$ cat config.mk
export PLATFORM = sky130hd
export DESIGN_NAME = spike_event_encoder
export DESIGN_NICKNAME = d
export VERILOG_FILES = /design/src/rtl/snn_pkg.sv /design/src/rtl/spike_priority_encoder.sv /design/src/rtl/spike_event_encoder.sv
export SDC_FILE = /design/constraint.sdc
export NUM_CORES = 1
export LEC_CHECK = 0
export ABC_AREA = 1
export BUFFER_PORTS_ARGS = -buffer_cell sky130_fd_sc_hd__buf_2
export CAP_MARGIN = 25
export CORE_UTILIZATION = 53
export DETAILED_ROUTE_END_ITERATION = 6
export PLACE_DENSITY_LB_ADDON = 0.12
export SKIP_CTS_REPAIR_TIMING = 1
export SYNTH_ARGS = -nofsm -noshare
export SYNTH_HDL_FRONTEND = slang
export SYNTH_SLANG_ARGS = --single-unit
$ cat constraint.sdc
create_clock -name clock -period 2.44 [get_ports clock]
set_input_delay 0.488 -clock clock [delete_from_list [all_inputs] [get_ports clock]]
set_output_delay 0.488 -clock clock [all_outputs]
set_load 0.01 [all_outputs]
$ cat src/rtl/snn_pkg.sv
// Shared defaults and encoder state type for the SNN address-event fabric.
package snn_pkg;

  localparam int unsigned SNN_N_NEURONS = 16;
  localparam int unsigned SNN_ADDR_W    = 4;
  localparam int unsigned SNN_MIN_GAP   = 18;

  typedef enum logic [1:0] {
    IDLE,
    SEND,
    GAP
  } enc_state_t;

endpackage

$ cat src/rtl/spike_priority_encoder.sv
// Combinational lowest-index-first priority encoder over a spike/pending vector.
module spike_priority_encoder
  import snn_pkg::*;
#(
  parameter int unsigned N_NEURONS = SNN_N_NEURONS,
  parameter int unsigned ADDR_W    = SNN_ADDR_W
) (
  input  logic [N_NEURONS-1:0] vec,
  output logic [ADDR_W-1:0]    idx,
  output logic                 any
);

  // Scan downwards so the lowest set bit is the last one written.
  always_comb begin
    idx = '0;
    any = 1'b0;
    for (int i = N_NEURONS - 1; i >= 0; i--) begin
      if (vec[i]) begin
        idx = ADDR_W'(i);
        any = 1'b1;
      end
    end
  end

endmodule

$ cat src/rtl/spike_event_encoder.sv
// Address-event transmitter: serialises a captured spike vector into lowest-index-first events.
// Define EVENT_PACING_EN to add a MIN_GAP idle gap after every accepted event.
module spike_event_encoder
  import snn_pkg::*;
#(
  parameter int unsigned N_NEURONS = SNN_N_NEURONS,
  parameter int unsigned ADDR_W    = SNN_ADDR_W,
  parameter int unsigned MIN_GAP   = SNN_MIN_GAP
) (
  input  logic                 clock,
  input  logic                 reset_n,
  input  logic                 spike_done,
  input  logic [N_NEURONS-1:0] spike,
  input  logic                 event_ready,
  output logic                 event_valid,
  output logic [ADDR_W-1:0]    event_addr,
  output logic                 busy,
  output logic                 frame_done,
  output logic                 overflow,
  input  logic                 overflow_clr
);

  enc_state_t           state;
  logic [N_NEURONS-1:0] pending;
  logic [N_NEURONS-1:0] pending_next;
  logic [N_NEURONS-1:0] acc_mask;
  logic                 acc;
  logic                 collide;
  logic [ADDR_W-1:0]    next_idx;
  logic                 next_any;

`ifdef EVENT_PACING_EN
  localparam logic [7:0] GapLoad = (MIN_GAP > 0) ? 8'(MIN_GAP - 1) : 8'd0;
  logic [7:0] gap_cnt;
`else
  logic [7:0] unused_min_gap;
  assign unused_min_gap = 8'(MIN_GAP);
`endif

  assign acc = event_valid & event_ready;

  always_comb begin
    acc_mask = '0;
    if (acc) acc_mask[event_addr] = 1'b1;
  end

  // Capture is OR-ed in after the accept-clear, so a re-fired index survives its own accept.
  assign pending_next = (pending & ~acc_mask) | (spike_done ? spike : '0);
  assign collide      = spike_done & (|(spike & pending & ~acc_mask));
  assign busy         = (state != IDLE) | (|pending);

  spike_priority_encoder #(
    .N_NEURONS(N_NEURONS),
    .ADDR_W   (ADDR_W)
  ) u_prio (
    .vec(pending_next),
    .idx(next_idx),
    .any(next_any)
  );

  always_ff @(posedge clock or negedge reset_n) begin
    if (!reset_n) begin
      pending  <= '0;
      overflow <= 1'b0;
    end else begin
      pending <= pending_next;
      if (collide) begin
        overflow <= 1'b1;
      end else if (overflow_clr) begin
        overflow <= 1'b0;
      end
    end
  end

  always_ff @(posedge clock or negedge reset_n) begin
    if (!reset_n) begin
      state       <= IDLE;
      event_valid <= 1'b0;
      event_addr  <= '0;
      frame_done  <= 1'b0;
`ifdef EVENT_PACING_EN
      gap_cnt     <= 8'd0;
`endif
    end else begin
      frame_done <= 1'b0;
      case (state)
        IDLE: begin
          if (next_any) begin
            state       <= SEND;
            event_valid <= 1'b1;
            event_addr  <= next_idx;
          end
        end
        SEND: begin
          if (acc) begin
            frame_done <= ~next_any;
`ifdef EVENT_PACING_EN
            if (MIN_GAP != 0) begin
              state       <= GAP;
              event_valid <= 1'b0;
              gap_cnt     <= GapLoad;
            end else
`endif
            if (next_any) begin
              event_addr <= next_idx;
            end else begin
              state       <= IDLE;
              event_valid <= 1'b0;
            end
          end
        end
        GAP: begin
`ifdef EVENT_PACING_EN
          if (gap_cnt != 8'd0) begin
            gap_cnt <= gap_cnt - 8'd1;
          end else if (next_any) begin
            state       <= SEND;
            event_valid <= 1'b1;
            event_addr  <= next_idx;
          end else begin
            state <= IDLE;
          end
`else
          state       <= IDLE;
          event_valid <= 1'b0;
`endif
        end
        default: begin
          state       <= IDLE;
          event_valid <= 1'b0;
        end
      endcase
    end
  end

endmodule

==> reports/results.ini <==
[sta]
setup_violations = 0
worst_pin_slew_ns = 0.525
period_share = 0.930
setup_slack_ns = 0.172
finalSetupTns_ns = 0
skew_ns = 0.00153
max_freq_mhz = 441
min_period_ns = 2.27
drv_slew = 0
rsz0062_at_grt = false
hold_viol_final = 0
fin_hold_ws_ns = 0.125
slew_headroom = 0.650

[placement]
gp_congestion = 0.879
port_buffers = 28
place_ws_ns = 0.234
dp_hpwl_mm = 2.68

[worst_setup_path]
critPathKind = flop to primary output
arrival_ns = 1.78
required_ns = 1.95
end_kind = primary output
r2r_cells = 18
start_kind = flop
crit_fanout = 3

[synth]
async_flop_share = 1.00
synthTopCellsByArea = dfrtp_1, nand2_1, inv_1
synth_seq_cells = 23
synth_area_um2 = 1380
synth_top_area_cell = dfrtp_1
synth_cell_types = 26
synth_enable_flop_cells = 0
synth.top_cells.by_count = nand2_1, dfrtp_1, inv_1
syn_inst = 198
yosysSeqAreaShare = 0.416
post-synth-top-count-cell = nand2_1
yosysWarnings = 0
synth_top_area_share = 0.416
syn_area_per_cell_um2 = 6.99
yosys_most_used_dff = dfrtp_1
syn-num-nets = 219

[pwr]
pwr-share-clk = 0.223
total_leakage_power_nw = 0.771
p_int_w = 0.000537
peakVddDrop_v = 0.000397
power.total_w = 0.000813
power_density_nw_per_um2 = 514
p_sw_frac = 0.339
p_seq_frac = 0.534
power_switching_w = 0.000275
combPwrFrac = 0.242

[global_route]
antenna_found_initial = 0
grt_overflow = 0
grt_max_degree = 24
grtUsageTotal = 0.270
grt_pass1_wl_mm = 5.31
grt_pass1_vias = 1261

[die]
core-area_um2 = 2480
chipWidth_um = 53.1
io_pins = 29
rows = 18
die_h_um = 53.1
dieArea_um2 = 2820
start_util = 0.559

[drt]
drtPass1Iterations = 6
wire_per_inst_um = 13.3
drc = 0
vias_per_cell = 5.24
drt-total-wl_mm = 3.43
via_count = 1352
drt_iter0_drc = 43
ant_nets = 0

[clock_network]
clk_pin_slew_worst_paths_ns = 0.13
tritoncts = done
cts_root_buf = clkbuf_4
cts_buffers = 3
clock_latency_ns = 0.31
htreeDepth = 1
clock-sinks = 23
cts_buffer_depth = 2

[final_layout]
diodes = 0
nets = 250
multiInputGateArea_um2 = 663
drive_above_1_share = 0.272
syn_to_final_growth_pct = 14.2
ff_latch_area_um2 = 576
fill_cells = 242

[min_path]
worstHoldPathType = input port to async pin

[job]
drv_cap = 0

[outcome]
status = completed

==> state kept, by name, summed over array words and instances, names as in the netlist <==
signal and count:
pending 16, event_addr 4, frame_done 1, event_valid 1, overflow 1
==> metrics by stage <==
| step | std cells | area (µm²) | utilization |
|---|---|---|---|
| after floorplan | 198 | 1380 | - |
| after global placement | 254 | 1550 | 0.625 |
| after detailed placement | 254 | 1550 | 0.625 |
| after CTS | 258 | 1580 | 0.636 |
| after global routing | 258 | 1580 | 0.638 |
| final | 258 | 1580 | 0.638 |
==> cell type report <==
class                   instances  area share
multi-input cells             138       0.420
flip-flops and latches         23       0.364
repair buffers                 28      0.0887
inverters                      35      0.0863
well taps                      30      0.0238
clock buffers                   3      0.0143
clock inverters                 1     0.00317
==> placed cells by master (no fill, tap or decap), drive strengths merged, types with 3 or more instances in the layout <==
cell / n
a21boi: 3
a21oi: 11
buf: 28
clkbuf: 3
dfrtp: 23
inv: 34
nand2: 73
nand3: 8
nand4: 4
nor2: 22
nor3: 4
nor4: 3
o21ai: 3
==> critical path: stages, from the launching register on <==
cell and delay [ns]:
dfrtp_1 0.42, or4_1 0.54, nor3_1 0.24, nand4_1 0.12, buf_2 0.16
==> metal layers <==
layer | global-route usage | up-vias | share of wire
li1 | - | 678 | -
met1 | 0.355 | 606 | 0.44
met2 | 0.430 | 58 | 0.46
met3 | 0.0402 | 10 | 0.070
met4 | 0.127 | 0 | 0.028
met5 | 0 | - | 0
==> worst paths after layout <==
path                                    start            end  slack, ns
worst max register to register  event_addr[1]  event_addr[0]       0.31
worst min register to register    pending[14]    pending[14]       0.56
max in group asynchronous             reset_n     pending[0]       1.96
min in group clock               overflow_clr       overflow       0.37
worst max-delay path              pending[13]           busy       0.17
worst min-delay path                  reset_n     pending[2]       0.13
==> logic make-up (layout without fill, tap and decap cells) <==
family	after synthesis	in the layout	share of synthesized area
simple gates	115	115	0.362
buf+inv	37	67	0.108
compound gates	23	23	0.115
flops	23	23	0.416
==> power groups by stage <==
stage / logic, W / clock network [W] / registers [W]
after floorplan: 0.000128 / 0 / 0.000440
after global placement: 0.000191 / 0 / 0.000439
after detailed placement: 0.000196 / 0 / 0.000441
after CTS: 0.000197 / 0.000184 / 0.000434
after global routing: 0.000225 / 0.000201 / 0.000438
final: 0.000197 / 0.000182 / 0.000434
No activity file was read; power rests on OpenSTA's default activity.
